--- src/rtl/alu_sequencer.sv ---
// alu_sequencer
//
// Bus master that runs one complete ALU operation per request. A request
// (opcode, A, B, optional flags) is accepted on a valid/ready port. The
// sequencer then drives the ALU command sequence on the shared bus:
// latch A, latch B, latch Op, optionally latch F, compute, read Y, read F.
// The result word and flags are returned on a valid/ready response port.
//
// Handshake rule (request and response ports): a transfer happens at a
// rising edge of i_Clk where valid and ready are both 1. A response, once
// valid, holds o_rsp_y / o_rsp_flags / o_rsp_error stable until it is taken.
//
// Optional feature macro: ALU_SEQ_TIMEOUT_EN
//   defined   : RDY/RDF give up after TIMEOUT consecutive cycles without
//               i_bus_valid and respond with o_rsp_error=1, y=0, flags=0.
//   undefined : RDY/RDF wait indefinitely; o_rsp_error is tied to 0.
//
// Ports
//   i_Clk, i_Reset          clock, synchronous active-high reset
//   i_req_valid/o_req_ready request handshake
//   i_req_op/a/b            opcode and operands
//   i_req_load_flags/flags  optional F-register preload
//   o_rsp_valid/i_rsp_ready response handshake
//   o_rsp_y/flags/error     result word, ALU flags, read-timeout marker
//   o_bus_command/data/valid  command and write data towards the ALU
//   i_bus_data/valid        read data from the ALU
//   dbg_state               current FSM state (debug observation only)

module alu_sequencer #(
  parameter int WORDSIZE = 16,
  parameter int CMD_W    = 4,
  parameter int TIMEOUT  = 15
) (
  input  logic                i_Clk,
  input  logic                i_Reset,
  input  logic                i_req_valid,
  output logic                o_req_ready,
  input  logic [3:0]          i_req_op,
  input  logic [WORDSIZE-1:0] i_req_a,
  input  logic [WORDSIZE-1:0] i_req_b,
  input  logic                i_req_load_flags,
  input  logic [7:0]          i_req_flags,
  output logic                o_rsp_valid,
  input  logic                i_rsp_ready,
  output logic [WORDSIZE-1:0] o_rsp_y,
  output logic [7:0]          o_rsp_flags,
  output logic                o_rsp_error,
  output logic [CMD_W-1:0]    o_bus_command,
  output logic [WORDSIZE-1:0] o_bus_data,
  output logic                o_bus_valid,
  input  logic [WORDSIZE-1:0] i_bus_data,
  input  logic                i_bus_valid,
  output logic [3:0]          dbg_state
);

  // ALU bus command codes.
  localparam logic [CMD_W-1:0] COM_NONE    = CMD_W'(0);
  localparam logic [CMD_W-1:0] COM_LATCHA  = CMD_W'(1);
  localparam logic [CMD_W-1:0] COM_LATCHB  = CMD_W'(2);
  localparam logic [CMD_W-1:0] COM_LATCHOP = CMD_W'(3);
  localparam logic [CMD_W-1:0] COM_LATCHF  = CMD_W'(4);
  localparam logic [CMD_W-1:0] COM_COMPUTE = CMD_W'(5);
  localparam logic [CMD_W-1:0] COM_OUTPUTY = CMD_W'(6);
  localparam logic [CMD_W-1:0] COM_OUTPUTF = CMD_W'(7);

  typedef enum logic [3:0] {
    S_IDLE = 4'd0,
    S_LA   = 4'd1,
    S_LB   = 4'd2,
    S_LOP  = 4'd3,
    S_LF   = 4'd4,
    S_CMP  = 4'd5,
    S_RDY  = 4'd6,
    S_RDF  = 4'd7,
    S_RESP = 4'd8
  } state_t;

  state_t state;
  state_t state_next;

  // Request fields, captured only at acceptance.
  logic [3:0]          op_q;
  logic [WORDSIZE-1:0] a_q;
  logic [WORDSIZE-1:0] b_q;
  logic [7:0]          flags_in_q;
  logic                load_flags_q;

  // Response registers.
  logic [WORDSIZE-1:0] y_q;
  logic [7:0]          flags_q;

  logic accept;
  logic tmo;   // read state gives up this cycle

  assign accept    = (state == S_IDLE) && i_req_valid;
  assign dbg_state = state;

`ifdef ALU_SEQ_TIMEOUT_EN
  localparam int TMR_W = $clog2(TIMEOUT + 1);

  logic [TMR_W-1:0] tmr;
  logic             error_q;
  logic             in_read;

  assign in_read = (state == S_RDY) || (state == S_RDF);
  // The TIMEOUT-th consecutive stall cycle is the one that leaves.
  assign tmo     = in_read && !i_bus_valid && (tmr == TMR_W'(TIMEOUT - 1));

  // Stall counter restarts whenever the state changes, so RDY and RDF each
  // get their own full budget.
  always_ff @(posedge i_Clk) begin
    if (i_Reset) begin
      tmr <= '0;
    end else if (state_next != state) begin
      tmr <= '0;
    end else if (in_read && !i_bus_valid) begin
      tmr <= tmr + TMR_W'(1);
    end
  end

  always_ff @(posedge i_Clk) begin
    if (i_Reset) begin
      error_q <= 1'b0;
    end else if (accept) begin
      error_q <= 1'b0;
    end else if (tmo) begin
      error_q <= 1'b1;
    end
  end

  assign o_rsp_error = error_q;
`else
  assign tmo         = 1'b0;
  assign o_rsp_error = 1'b0;
`endif

  // State and datapath registers.
  always_ff @(posedge i_Clk) begin
    if (i_Reset) begin
      state        <= S_IDLE;
      op_q         <= '0;
      a_q          <= '0;
      b_q          <= '0;
      flags_in_q   <= '0;
      load_flags_q <= 1'b0;
      y_q          <= '0;
      flags_q      <= '0;
    end else begin
      state <= state_next;
      if (accept) begin
        op_q         <= i_req_op;
        a_q          <= i_req_a;
        b_q          <= i_req_b;
        flags_in_q   <= i_req_flags;
        load_flags_q <= i_req_load_flags;
        // Start every operation from a clean result so a timed-out read
        // reports y=0 / flags=0.
        y_q          <= '0;
        flags_q      <= '0;
      end
      if ((state == S_RDY) && i_bus_valid) begin
        y_q <= i_bus_data;
      end
      if ((state == S_RDF) && i_bus_valid) begin
        flags_q <= i_bus_data[7:0];
      end
      if (tmo) begin
        y_q     <= '0;
        flags_q <= '0;
      end
    end
  end

  // Next-state logic.
  always_comb begin
    state_next = state;
    case (state)
      S_IDLE: if (i_req_valid) state_next = S_LA;
      S_LA:   state_next = S_LB;
      S_LB:   state_next = S_LOP;
      S_LOP:  state_next = load_flags_q ? S_LF : S_CMP;
      S_LF:   state_next = S_CMP;
      S_CMP:  state_next = S_RDY;
      S_RDY: begin
        if (i_bus_valid) begin
          state_next = S_RDF;
        end else if (tmo) begin
          state_next = S_RESP;   // a timed-out Y read skips the F read
        end
      end
      S_RDF:  if (i_bus_valid || tmo) state_next = S_RESP;
      S_RESP: if (i_rsp_ready) state_next = S_IDLE;
      default: state_next = S_IDLE;
    endcase
  end

  // Moore outputs decoded from the state; forced idle while in reset.
  always_comb begin
    o_req_ready   = 1'b0;
    o_rsp_valid   = 1'b0;
    o_bus_command = COM_NONE;
    o_bus_data    = '0;
    o_bus_valid   = 1'b0;
    case (state)
      S_IDLE: o_req_ready = 1'b1;
      S_LA: begin
        o_bus_command = COM_LATCHA;
        o_bus_data    = a_q;
        o_bus_valid   = 1'b1;
      end
      S_LB: begin
        o_bus_command = COM_LATCHB;
        o_bus_data    = b_q;
        o_bus_valid   = 1'b1;
      end
      S_LOP: begin
        o_bus_command = COM_LATCHOP;
        o_bus_data    = WORDSIZE'(op_q);
        o_bus_valid   = 1'b1;
      end
      S_LF: begin
        o_bus_command = COM_LATCHF;
        o_bus_data    = WORDSIZE'(flags_in_q);
        o_bus_valid   = 1'b1;
      end
      S_CMP:  o_bus_command = COM_COMPUTE;
      S_RDY:  o_bus_command = COM_OUTPUTY;
      S_RDF:  o_bus_command = COM_OUTPUTF;
      S_RESP: o_rsp_valid   = 1'b1;
      default: ;
    endcase
    if (i_Reset) begin
      o_req_ready   = 1'b0;
      o_rsp_valid   = 1'b0;
      o_bus_command = COM_NONE;
      o_bus_data    = '0;
      o_bus_valid   = 1'b0;
    end
  end

  assign o_rsp_y     = y_q;
  assign o_rsp_flags = flags_q;

endmodule

--- config.mk ---
export PLATFORM = sky130hd
export DESIGN_NAME = alu_sequencer
export DESIGN_NICKNAME = d
export VERILOG_FILES = /design/src/rtl/alu_sequencer.sv
export SDC_FILE = /design/constraint.sdc
export NUM_CORES = 1
export LEC_CHECK = 0
export CORE_UTILIZATION = 45
export CTS_CLUSTER_SIZE = 30
export DETAILED_ROUTE_END_ITERATION = 8
export DONT_BUFFER_PORTS = 1
export PLACE_DENSITY = 0.58
export SLEW_MARGIN = 0
export SYNTH_ARGS = -nofsm -noshare
export SYNTH_HDL_FRONTEND = slang
export SYNTH_SLANG_ARGS = --single-unit
--- constraint.sdc ---
create_clock -name i_Clk -period 1.79 [get_ports i_Clk]
set_input_delay 0.4475 -clock i_Clk [delete_from_list [all_inputs] [get_ports i_Clk]]
set_output_delay 0.4475 -clock i_Clk [all_outputs]
set_load 0.03 [all_outputs]
==> results.yml, run 1 <==
place:
  gp_congestion: 0.8033
  io_buffers: 0
  dp_hpwl_mm: 5.365
  dp_slack_ps: 4.520
outcome:
  violations: "negative setup slack"
  outcome: "finished, violations left"
yosys:
  ys_ff_latch: 73
  synth-adder-area-share_pct: 0
  synth_compound_area_share_pct: 18.68
  synth_edf_count: 0
  async_flop_share_pct: 0
  syn_inst: 414
  synth_top_family_by_area: "simple AND/OR/NAND/NOR gates"
  synth_cell_type_count: 33
  synthMuxAreaShare_pct: 1.277
  syn_area_um2: 3136
  avgSynthCellArea_um2: 7.574
  yosysWarnings: 0
  synthXorXnorAreaFrac_pct: 0.2793
  yosys.area_share.simple_pct: 26.58
  yosysSeqAreaShare_pct: 46.61
  synth-main-ff-cell: "dfxtp_1"
critical_path:
  cp-start-kind: "flip-flop"
  rrSetupSlack_ps: 230
  path_class: "reg2out"
  cp.required_ps: 1340
  critical_path_arrival_ps: 1670
  cpPeakStageDelay_ps: 330
  crit_chain: "or2_4 > nor3b_4 > buf_6 > buf_12 > a22oi_2 > nor2_4"
  cpMaxStageDelayCell: "dfxtp_2"
  critical_path.max_fanout: 5
  crit_path_end_kind: "output pin"
layout:
  fin_nets: 489
  final_layout_size_suffix_gt1_share_pct: 24.82
  final_util_pct: 56.98
  antenna_cells: 0
  syn2layout_area_growth_pct: 22.79
  fill_cells: 647
sta:
  max_freq_mhz: 473.1
  hold_ws_ps: 171.2
  fin_setup_tns_ps: -4613
  drv_slew: 0
  setup_violations: 21
  period_share_pct: 118.1
  fin_ws_ps: -323.5
  min_period_ps: 2114
  finClkSkew_ps: 8.100
  hold_violations: 0
  rsz0062_at_grt: "yes"
detailed_routing:
  drt_pass1_iterations: 4
  via_per_inst: 5.582
  ant_nets: 0
  wl_per_cell_um: 15.77
  drt_drc_violations_left: 0
  vias: 2830
  drt-initial-drc-count: 107
  finalWirelength_mm: 7.997
grt:
  use_met1_pct: 28.55
  grt_overflow_total: 0
  grt_pass1_wl_mm: 12.31
  antenna_found_initial: 0
  use_met2_pct: 33.67
  grt_use_total_pct: 21.51
  grt_max_degree: 76
  grt_busiest_layer: "met2"
  met3_usage_pct: 5.058
  first_global_vias: 2511
clock_tree:
  clock_sinks: 73
  htreeDepth: 3
  clockBufferDepth: 2
  cts_root_buffer: "clkbuf_8"
  cts_hold_buf: 0
  numCtsBuffers: 9
  cts_tree: "yes"
  clock_latency_ps: 340
  clk_pin_slew_worst_paths_ps: 70
floorplanning:
  die-area_um2: 7306
  num_rows: 30
  io_pins: 118
  start_util_pct: 46.41
  die_h_um: 85.48
  fp.dieW_um: 85.48
  core_um2: 6756
power:
  ir_drop_mv: 0.5828
  finalPower_mw: 3.791
  p_leak_nw: 1.276
  p_per_area_nw_per_um2: 984.8
job:
  cap_violations: 0
worst_hold_path:
  hp-class: "in2reg"
## path summary, 6_finish.rpt
kind / from / to / cells after the start
max: dbg_state[2]$_SDFFE_PP0P_ / o_bus_data[6] / 6
min: i_Reset / flags_in_q[2]$_SDFFE_PP0P_ / 1
max reg2reg: dbg_state[3]$_SDFFE_PP0P_ / o_rsp_flags[4]$_SDFFE_PP0P_ / 6
min reg2reg: b_q[6]$_SDFFE_PP0P_ / b_q[6]$_SDFFE_PP0P_ / 2
## sequential cells by signal, summed over array words and instances, names as in the netlist
signal        cells
o_rsp_flags       8
a_q              16
load_flags_q      1
o_rsp_y          16
flags_in_q        8
dbg_state         4
b_q              16
op_q              4
## power breakdown
group          total [mW]  switching, mW  internal (mW)  leakage, nW
Clock                1.11          0.577          0.530       0.0822
Combinational       0.871          0.526          0.345        0.597
Sequential           1.81         0.0881           1.73        0.597
## worst max-delay path: cells and delay by family, from the launching register on
kind / cells / cell delay [ps]
compound gates: 1 / 80
buf+inv: 2 / 250
flops: 1 / 330
simple gates: 3 / 670
## synth_stat cells (3+ instances only)
master | instances | area share [%]
a211oi_1 | 5 | 1.2
a21oi_1 | 80 | 13
a22o_1 | 3 | 0.84
a22oi_1 | 11 | 2.6
and2_1 | 3 | 0.60
buf_2 | 14 | 2.2
buf_4 | 4 | 0.96
buf_6 | 3 | 1.1
clkbuf_1 | 15 | 1.8
dfxtp_1 | 73 | 47
mux2i_1 | 4 | 1.3
nand2_1 | 118 | 14
nand2b_1 | 3 | 0.60
nand3_1 | 27 | 4.3
nor2_1 | 25 | 3.0
nor2b_1 | 3 | 0.60
## stage by stage
stage / std cells / cell area, µm²
after floorplan: 415 / 3321
after global placement: 486 / 3492
after detailed placement: 486 / 3492
after CTS: 507 / 3819
after global routing: 507 / 3850
final: 507 / 3850
## cells in the final DEF, fill, tap and decap left out, drive strengths merged
master | synthesis | routed
nand2 | 118 | 118
a21oi | 80 | 80
dfxtp | 73 | 73
buf | 21 | 34
nand3 | 27 | 27
nor2 | 25 | 25
clkbuf | 16 | 12
a22oi | 11 | 11
a211oi | 5 | 5
nor2b | 4 | 4
mux2i | 4 | 4
and2 | 3 | 3
a22o | 3 | 3
nand2b | 3 | 3
nand3b | 2 | 2
clkinvlp | 0 | 2
nor3 | 2 | 2
nand4 | 2 | 2
conb | 1 | 2
clkinv | 0 | 2
or2 | 2 | 2
and3 | 2 | 2
xnor2 | 1 | 1
nor3b | 1 | 1
and4 | 1 | 1
a31oi | 1 | 1
o32ai | 1 | 1
o22a | 1 | 1
inv | 2 | 1
or3 | 1 | 1
a221oi | 1 | 1
## final cells by class
| type | instances | area, µm² | area share [%] |
|---|---|---|---|
| clock buffer | 12 | 145.1 | 3.770 |
| sequential | 73 | 1474 | 38.28 |
| tap | 80 | 100.1 | 2.600 |
| clock inverter | 3 | 17.52 | 0.4550 |
| timing repair buffer | 34 | 349.1 | 9.067 |
| multi-input combinational | 303 | 1753 | 45.53 |
| inverter | 2 | 11.26 | 0.2925 |
## repair_timing
| action | CTS | global route |
|---|---|---|
| gates cloned | 1 | 0 |
| resized for setup | 28 | 11 |
| pin swaps | 19 | 15 |
| endpoints found under the setup margin | 21 | 22 |
| setup buffers | 5 | 1 |
## layer usage
| layer | vias up | part of all wire, % | wire (µm) |
|---|---|---|---|
| li1 | 1403 | - | - |
| met1 | 1327 | 45 | 3627 |
| met2 | 86 | 47 | 3761 |
| met3 | 14 | 5.9 | 469 |
| met4 | 0 | 1.7 | 138 |
| met5 | - | 0 | 0 |
## cells by family after synthesis
group	count (synthesis)
compound gates	103
xor+xnor	1
buf+inv	39
mux	4
other cells	1
flops	73
simple gates	193
(Power assumes the default switching activity.)
==> run 2, diff against run 1 <==
- CAP_MARGIN: not set -> 20
- CTS_CLUSTER_SIZE: 30 -> not set
==> results of run 2 <==
The final DEF is identical to that of run 1; final timing and power are the same.
